**src/rtl/memory_responder.sv**
```systemverilog
// Byte-addressed memory answering the control unit's MemEn/MOC handshake.
// Four byte-lane banks give a big-endian word per access after WAIT_CYCLES wait states.
module memory_responder #(
    parameter int ADDR_W      = 8,
    parameter int WAIT_CYCLES = 2
) (
    input  logic              clk,
    input  logic              rst_n,
    input  logic              MemEn,
    input  logic              RW,
    input  logic [1:0]        DataType,
    input  logic [ADDR_W-1:0] addr,
    input  logic [31:0]       data_in,
    output logic [31:0]       data_out,
    output logic              MOC,
    input  logic              ld_en,
    input  logic [ADDR_W-1:0] ld_addr,
    input  logic [7:0]        ld_data,
    output logic              busy
);

    localparam int          ROW_W     = ADDR_W - 2;
    localparam logic [3:0]  WAIT_INIT = 4'(WAIT_CYCLES);
    localparam logic [1:0]  SZ_BYTE   = 2'd0;
    localparam logic [1:0]  SZ_HALF   = 2'd1;
    localparam logic [1:0]  SZ_WORD   = 2'd2;

    typedef enum logic [1:0] {
        S_IDLE,
        S_ACCESS,
        S_DONE
    } state_t;

    state_t             state_reg, state_next;
    logic [3:0]         cnt_reg, cnt_next;
    logic               rw_reg;
    logic [1:0]         size_reg;
    logic [ADDR_W-1:0]  addr_reg;
    logic [31:0]        wdata_reg;
    logic [31:0]        data_out_reg;

    logic               accept;
    logic               commit;
    logic               load;
    logic [1:0]         size_in;
    logic [ADDR_W-1:0]  addr_aligned;
    logic [ROW_W-1:0]   rd_row;
    logic [ROW_W-1:0]   wr_row;
    logic [7:0]         q_bytes [4];
    logic [31:0]        rd_word;

    // Reserved DataType 11 behaves as a word access.
    always_comb begin
        size_in = SZ_WORD;
        case (DataType)
            2'b00:   size_in = SZ_BYTE;
            2'b01:   size_in = SZ_HALF;
            default: size_in = SZ_WORD;
        endcase
    end

    always_comb begin
        addr_aligned = addr;
        case (size_in)
            SZ_BYTE: addr_aligned = addr;
            SZ_HALF: addr_aligned = {addr[ADDR_W-1:1], 1'b0};
            default: addr_aligned = {addr[ADDR_W-1:2], 2'b00};
        endcase
    end

    always_comb begin
        state_next = state_reg;
        cnt_next   = cnt_reg;
        accept     = 1'b0;
        commit     = 1'b0;
        load       = 1'b0;
        case (state_reg)
            S_IDLE: begin
                if (MemEn) begin
                    accept     = 1'b1;
                    cnt_next   = WAIT_INIT;
                    state_next = S_ACCESS;
                end else if (ld_en) begin
                    load = 1'b1;
                end
            end
            S_ACCESS: begin
                if (cnt_reg != 4'd0) begin
                    cnt_next = cnt_reg - 4'd1;
                end else begin
                    commit     = 1'b1;
                    state_next = S_DONE;
                end
            end
            S_DONE: begin
                if (!MemEn) begin
                    state_next = S_IDLE;
                end
            end
            default: state_next = S_IDLE;
        endcase
    end

    always_ff @(posedge clk or negedge rst_n) begin
        if (!rst_n) begin
            state_reg <= S_IDLE;
            cnt_reg   <= 4'd0;
        end else begin
            state_reg <= state_next;
            cnt_reg   <= cnt_next;
        end
    end

    always_ff @(posedge clk or negedge rst_n) begin
        if (!rst_n) begin
            rw_reg    <= 1'b0;
            size_reg  <= SZ_BYTE;
            addr_reg  <= '0;
            wdata_reg <= 32'h0;
        end else if (accept) begin
            rw_reg    <= RW;
            size_reg  <= size_in;
            addr_reg  <= addr_aligned;
            wdata_reg <= data_in;
        end
    end

    // Banks are read every cycle: at acceptance from the incoming address, afterwards
    // from the latched one, so the completing edge always finds the row already fetched.
    assign rd_row = (state_reg == S_IDLE) ? addr[ADDR_W-1:2] : addr_reg[ADDR_W-1:2];
    assign wr_row = load ? ld_addr[ADDR_W-1:2] : addr_reg[ADDR_W-1:2];

    generate
        for (genvar gi = 0; gi < 4; gi++) begin : g_bank
            localparam logic [1:0] LANE = 2'(gi);

            logic [7:0] mem [0:(1<<ROW_W)-1];
            logic [7:0] q_reg;
            logic       lane_sel;
            logic       we;
            logic [7:0] wbyte;

            always_comb begin
                lane_sel = 1'b0;
                we       = 1'b0;
                wbyte    = ld_data;
                case (size_reg)
                    SZ_BYTE: lane_sel = (addr_reg[1:0] == LANE);
                    SZ_HALF: lane_sel = (addr_reg[1] == LANE[1]);
                    default: lane_sel = 1'b1;
                endcase
                if (load) begin
                    we    = (ld_addr[1:0] == LANE);
                    wbyte = ld_data;
                end else begin
                    we = commit && !rw_reg && lane_sel;
                    case (size_reg)
                        SZ_BYTE: wbyte = wdata_reg[7:0];
                        SZ_HALF: wbyte = LANE[0] ? wdata_reg[7:0] : wdata_reg[15:8];
                        default: wbyte = wdata_reg[31-8*gi -: 8];
                    endcase
                end
            end

            always_ff @(posedge clk) begin
                if (we) begin
                    mem[wr_row] <= wbyte;
                end
                q_reg <= mem[rd_row];
            end

            assign q_bytes[gi] = q_reg;
        end
    endgenerate

    // Big-endian: lane 0 (lowest address) is the most significant byte of the access.
    always_comb begin
        rd_word = 32'h0;
        case (size_reg)
            SZ_BYTE: rd_word = {24'h0, q_bytes[addr_reg[1:0]]};
            SZ_HALF: rd_word = addr_reg[1] ? {16'h0, q_bytes[2], q_bytes[3]}
                                           : {16'h0, q_bytes[0], q_bytes[1]};
            default: rd_word = {q_bytes[0], q_bytes[1], q_bytes[2], q_bytes[3]};
        endcase
    end

    always_ff @(posedge clk or negedge rst_n) begin
        if (!rst_n) begin
            data_out_reg <= 32'h0;
        end else if (commit && rw_reg) begin
            data_out_reg <= rd_word;
        end
    end

    assign data_out = data_out_reg;
    assign MOC      = (state_reg == S_DONE);
    assign busy     = (state_reg != S_IDLE);

endmodule

```
**config.mk**
```make
export PLATFORM = sky130hd
export DESIGN_NAME = memory_responder
export DESIGN_NICKNAME = d
export VERILOG_FILES = /design/src/rtl/memory_responder.sv
export SDC_FILE = /design/constraint.sdc
export NUM_CORES = 2
export LEC_CHECK = 0
export ABC_CLOCK_PERIOD_IN_PS = 4200
export CORE_UTILIZATION = 50
export DETAILED_ROUTE_END_ITERATION = 7
export PLACE_DENSITY = 0.73
export SLEW_MARGIN = 20
export SYNTH_ARGS = -nofsm -noshare
export SYNTH_HDL_FRONTEND = slang
export SYNTH_SLANG_ARGS = --single-unit
```
**constraint.sdc**
```tcl
create_clock -name clk -period 4.2 [get_ports clk]
set_input_delay 0.84 -clock clk [delete_from_list [all_inputs] [get_ports clk]]
set_output_delay 0.84 -clock clk [all_outputs]
set_load 0.05 [all_outputs]
```
Word level (Yosys, flattened, before mapping)
Memories as Yosys holds them, arrays and structs flattened. A register that Yosys moved wholly into a read port is not among the register bits.
Index checks and enable logic that the tools add are counted.
{"block": "word_totals", "ram_bits": 2048, "reg_bits": 81, "wordCells": 95, "inputBits": 63, "memories": 4}
{"name": "g_bank[0].mem", "depth": 64, "word_bits": 8, "rd": 1, "rd_ports_with_merged_regs": 1, "wr": 1, "line_no": "137", "source": "logic [7:0] mem [0:(1<<ROW_W)-1];"}
{"name": "g_bank[1].mem", "depth": 64, "word_bits": 8, "rd": 1, "rd_ports_with_merged_regs": 1, "wr": 1, "line_no": "137"}
{"name": "g_bank[2].mem", "depth": 64, "word_bits": 8, "rd": 1, "rd_ports_with_merged_regs": 1, "wr": 1, "line_no": "137"}
{"name": "g_bank[3].mem", "depth": 64, "word_bits": 8, "rd": 1, "rd_ports_with_merged_regs": 1, "wr": 1, "line_no": "137"}
{"block": "classes", "eq_ne": 15, "magnitude_cmp": 1, "mux": 46, "n_addsub": 1, "reduce_logical": 19, "n_bitwise": 2}
{"cell": "8-bit 2-to-1 mux", "count": 8}
{"cell": "32-bit one-hot mux with 2 select lines", "count": 1}
{"cell": "1-bit 2-to-1 mux", "count": 19}
{"cell": "8-bit binary-select mux with 2-bit select", "count": 1}
{"cell": "16-bit 2-to-1 mux", "count": 1}
{"cell": "8-bit one-hot mux with 2 select lines", "count": 1}
{"cell": "2-bit by 1-bit == test with 1-bit output, second input constant", "count": 6}
{"cell": "2-bit zero test", "count": 6}
{"cell": "6-bit 2-to-1 mux", "count": 2}
{"cell": "2-bit == test, second input constant", "count": 5}
{"cell": "4-bit 2-to-1 mux", "count": 2}
{"cell": "2-bit inequality test, second input constant", "count": 4}
{"cell": "1-bit one-hot mux with 2 select lines", "count": 4}
{"cell": "2-bit one-hot mux with 2 select lines", "count": 2}
{"cell": "4-bit one-hot mux with 2 select lines", "count": 1}
{"cell": "1-bit logical AND", "count": 6}
{"cell": "2-bit 2-to-1 mux", "count": 3}
{"cell": "2-bit one-hot mux with 3 select lines", "count": 1}
{"cell": "3-bit AND reduction", "count": 2}
{"cell": "2-bit nonzero test", "count": 2}
{"cell": "4-bit nonzero test", "count": 1}
{"cell": "4-bit by 1-bit subtractor with 4-bit output, second input constant", "count": 1}
{"cell": "3-bit >= comparator, second input constant", "count": 1}
{"cell": "2-bit NOT with 3-bit output", "count": 1}
{"cell": "other kinds (3)", "count": 3}

Depth between registers and ports, before layout
{"block": "logic_depth", "ltp_word": 8, "ltp_mapped": 11}

Worst setup path after synthesis
OpenSTA, ideal clock, no wires.
{"block": "synth_path", "kind": "input to register", "from": "in ld_en", "to": "mem g_bank[0].mem[0][0] (data pin)", "path_slack_ns": -0.458, "cell_stages": 4, "setup_ns": 0.702, "arrival_time_ns": 3.957, "cell_sequence": "nor3b_2 clkbuf_1 buf_2 o21ai_0"}
{"block": "synth_via", "elab_chain_cells": 4}
{"item": "from (decl)", "line_no": "16", "source": "input logic ld_en,"}
{"item": "1-bit 2-to-1 mux", "line_no": "83", "source": "end else if (ld_en) begin"}
{"item": "1-bit 2-to-1 mux", "line_no": "79", "source": "if (MemEn) begin"}
{"item": "1-bit 2-to-1 mux", "line_no": "77", "source": "case (state_reg)"}
{"item": "8-bit 2-to-1 mux", "line_no": "152", "source": "if (load) begin"}
{"item": "via g_bank[0].wbyte[0]", "line_no": "141", "source": "logic [7:0] wbyte;"}
{"item": "to (decl)", "line_no": "137"}
The timed path passes the listed nets, and every way through them passes these cells.

Worst setup path after layout
{"block": "layout_path", "from": "reg state_reg[0]", "to": "reg g_bank[2].q_reg[0], read port of g_bank[2].mem"}
{"block": "layout_via", "elab_chain_cells": 2}
{"item": "from (decl)", "line_no": "34", "source": "state_t state_reg, state_next;"}
{"item": "from (signal assigned)", "line_no": "109", "source": "state_reg <= state_next;"}
{"item": "2-bit zero test", "line_no": "130", "source": "assign rd_row = (state_reg == S_IDLE) ? addr[ADDR_W-1:2] : addr_reg[ADDR_W-1:2];"}
{"item": "6-bit 2-to-1 mux", "line_no": "130"}
{"item": "to (decl)", "line_no": "138", "source": "logic [7:0] q_reg;"}
No other way between the ends.
A chain may end at the register's enable or synchronous reset.

==> summary.txt <==
Setup path
  – Slowest cell on the critical path: dfrtp_1
  – CP Capture Point: g_bank[2].q_reg[0]$_DFF_P_
  – Top cell by count, worst path: buf_12
  – Worst-path cell chain: buf_4 > o21a_4 > nor2_4 > buf_12 > buf_12 > buf_12 > mux4_2 > a22oi_1 > o211ai_1 > or4_1
  – Crit path largest cell delay: 600 ps
  – R2r setup slk: 60 ps
  – Arr. time, crit path: 4860 ps
  – Reg2reg start: state_reg[0]$_DFFE_PN0P_
  – Worst r2r dst: g_bank[2].q_reg[0]$_DFF_P_
  – Crit path launch: state_reg[0]$_DFFE_PN0P_
  – Worst-path fanout max: 21
  – WP buf/inv: 4
  – Element type at the critical path end: flop
  – Worst EP required: 4920 ps
  – CP top delay family: compound AO/OA/AOI/OAI gates
  – Startpoint Class: flop
  – WS Path Type: reg2reg
  – Depth of the worst register-to-register path: 10
  – Levels on crit path: 10

Final layout
  – Nets: 6048
  – Max FFs per register: 2048
  – Share of cells above drive strength 1: 19.26%
  – Fin util: 58.55%
  – Area Growth Syn to Fin: 16.37%
  – Reg with most FFs: g_bank.mem

Power and ir drop
  – Pint: 48.81 mW
  – Clock power frac: 24.0%
  – P_sw: 29.32 mW
  – Comb power frac: 38.0%
  – Seq pwr share: 38.0%
  – Worst VDD drop: 0.001324 V
  – Sw Ratio: 37.53%
  – Leak: 33.38 nW
  – PD cells: 758.6 nW/µm²

STA
  – Slew headroom: 8.497%
  – Fin. Hold Viols: 0
  – Setup TNS: 0 ps
  – Max Fclk: 241.4 MHz
  – Final setup fails: 0
  – Fin crit period: 4142 ps
  – Final clock skew: 44.99 ps
  – Slew @ Worst Pin: 1373 ps
  – RSZ-0062 raised after global routing: false
  – Final Cycle Share: 98.62%
  – Max-slew violations: 0

Synth
  – Synth warnings: 0
  – Post-synth EDFFs: 2048
  – Flops & latches, synth: 2161
  – Netlist cell types: 50
  – Top cells by area, synth: edfxtp_1 69%, mux4_2 6.7%, o211ai_1 3.0%
  – Dominant synthesized flop cell: edfxtp_1
  – Leading area contributor after synthesis: edfxtp_1
  – Sequential fraction of the synthesis area: 72.49%
  – Netlist Area Pre-Place: 88510 µm²
  – Share of flip-flops with an asynchronous set or reset: 3.748%
  – Most frequent cells after synthesis: 2048 x edfxtp_1, 464 x nand2_1, 360 x nand3_1, 352 x o211ai_1, 340 x o21ai_0
  – Synthesized Nets: 5725
  – Share of the synthesized area in the top cell type: 69.48%
  – Cell with the most instances after synthesis: edfxtp_1
  – Syn Area/Cell: 15.64 µm²
  – Synthesized instance count: 5660

Placed design
  – RePlAce Congestion: 0.9339
  – IO buf count: 96
  – Detail Placement HPWL: 159.1 mm

Clock network
  – CTS tree: yes
  – CTS H-tree depth: 4
  – CTS root buffer: clkbuf_16
  – CTS buffer count: 206
  – Post_cts resized: 0
  – Setup bufs post-CTS: 0
  – Worst-path clk slew: 70 ps
  – Hold Buf Count CTS: 0
  – Clock sinks: 2161
  – Worst skew pair latency: 850 ps
  – Max clock buf depth: 3

Routing
  – Vias: 55960
  – Iter 0 DRT Violations: 8541
  – DR DRC count: 0
  – Post-DRT Antenna Nets: 0
  – Drt pass-1 iters: 8
  – Final wirelength: 256.1 mm
  – Drt wl/cell: 30.10 µm
  – Drt via density: 6.577

Floorplanning
  – IO Pins: 97
  – CORE AREA: 175900 µm²
  – Num rows: 154
  – Die area: 178700 µm²
  – Die H: 422.7 µm
  – Initial Util: 50.31%
  – Die Width: 422.7 µm

GRT
  – Initial antenna violation count: 18
  – Gr ovfl total: 0
  – Global-route wire length before repair: 371.1 mm
  – GR Util All Layers: 28.29%
  – Largest net degree at the start of global routing: 210
  – Vias in the first global route: 54390

Flow run
  – Max-Cap Viols: 0

Outcome
  – Status: finished clean

Worst hold path
  – Hold WC Path Type: in2async
==> metrics by stage <==
| step | hold slack [ps] | instances | power [mW] | worst slack [ps] | instance area [µm²] |
|---|---|---|---|---|---|
| 2_1_floorplan | 445.4 | 5660 | 45.74 | -458.3 | 88510 |
| 3_3_place_gp | 459.5 | 8112 | 58.30 | 88.09 | 95870 |
| 3_5_place_dp | 465.9 | 8114 | 58.96 | 55.52 | 95940 |
| 4_1_cts | 176.2 | 8498 | 77.56 | 139.7 | 102700 |
| 5_1_grt | 79.26 | 8499 | 80.07 | 43.83 | 103000 |
| 6_report | 27.95 | 8508 | 78.14 | 57.89 | 103000 |
==> power by group through the flow <==
| stage | combinational (mW) | sequential [mW] | clock [mW] |
|---|---|---|---|
| detailed placement | 28.9 | 30.1 | 0 |
| floorplan | 15.6 | 30.2 | 0 |
| CTS | 29.1 | 29.6 | 18.9 |
| global placement | 28.2 | 30.1 | 0 |
| finish | 29.7 | 29.7 | 18.8 |
| global route | 30.8 | 29.7 | 19.7 |
==> worst min-delay path by stage <==
| stage | start | to | slack (ps) |
|---|---|---|---|
| after CTS | rst_n | wdata_reg[11]$_DFFE_PN0P_ | 180 |
| after detailed placement | wdata_reg[29]$_DFFE_PN0P_ | wdata_reg[29]$_DFFE_PN0P_ | 470 |
| final | rst_n | wdata_reg[3]$_DFFE_PN0P_ | 30 |
| after global routing | rst_n | wdata_reg[3]$_DFFE_PN0P_ | 80 |
| after global placement | wdata_reg[24]$_DFFE_PN0P_ | wdata_reg[24]$_DFFE_PN0P_ | 460 |
| after floorplan | wdata_reg[16]$_DFFE_PN0P_ | wdata_reg[16]$_DFFE_PN0P_ | 450 |
==> cells by family after synthesis <==
logic type / share of synthesized area, %
compound gates: 7.602
buf+inv: 2.171
xor+xnor: 0.01979
mux: 9.489
simple gates: 8.196
flops: 72.49
fa+ha+maj: 0.02827
==> layout make-up <==
| cell class | instances | area [µm²] |
|---|---|---|
| clock inverter | 115 | 1296 |
| antenna | 9 | 22.52 |
| clock buffer | 269 | 5503 |
| sequential | 2161 | 64170 |
| tap | 2340 | 2928 |
| fill | 12710 | 72920 |
| inverter | 8 | 30.03 |
| multi-input combinational | 3015 | 23200 |
| timing repair buffer | 591 | 5849 |
==> layer usage <==
| metal | wire length (µm) | track usage, % | up-vias |
|---|---|---|---|
| li1 | - | - | 23180 |
| met1 | 91300 | 38.32 | 28180 |
| met2 | 118700 | 43.32 | 3938 |
| met3 | 32830 | 6.785 | 648 |
| met4 | 13210 | 13.34 | 6 |
| met5 | 34 | 0 | - |
==> placed cells by master (no fill, tap or decap), types with 5 or more instances in the layout <==
cell type	count
a21oi_1	81
a21oi_4	8
a22oi_1	104
a311oi_1	32
a31oi_1	5
a31oi_4	10
a32o_1	64
buf_12	90
buf_4	403
bufinv_16	24
clkbuf_1	53
clkbuf_16	207
clkbuf_8	9
clkdlybuf4s50_1	94
clkinv_1	35
clkinv_2	31
clkinvlp_4	8
dfrtp_1	79
dfxtp_1	32
diode_2	9
edfxtp_1	2048
inv_1	7
inv_6	7
mux2i_1	242
mux4_2	264
nand2_1	445
nand2_2	19
nand2b_1	162
nand3_1	360
nand3b_1	7
nand4_1	65
nor2_1	39
nor2_4	10
nor3_1	276
nor3_2	46
o211ai_1	352
o21ai_0	330
o21ai_4	11
o22ai_1	8
or4_1	33
No activity file was read; power rests on OpenSTA's default activity.
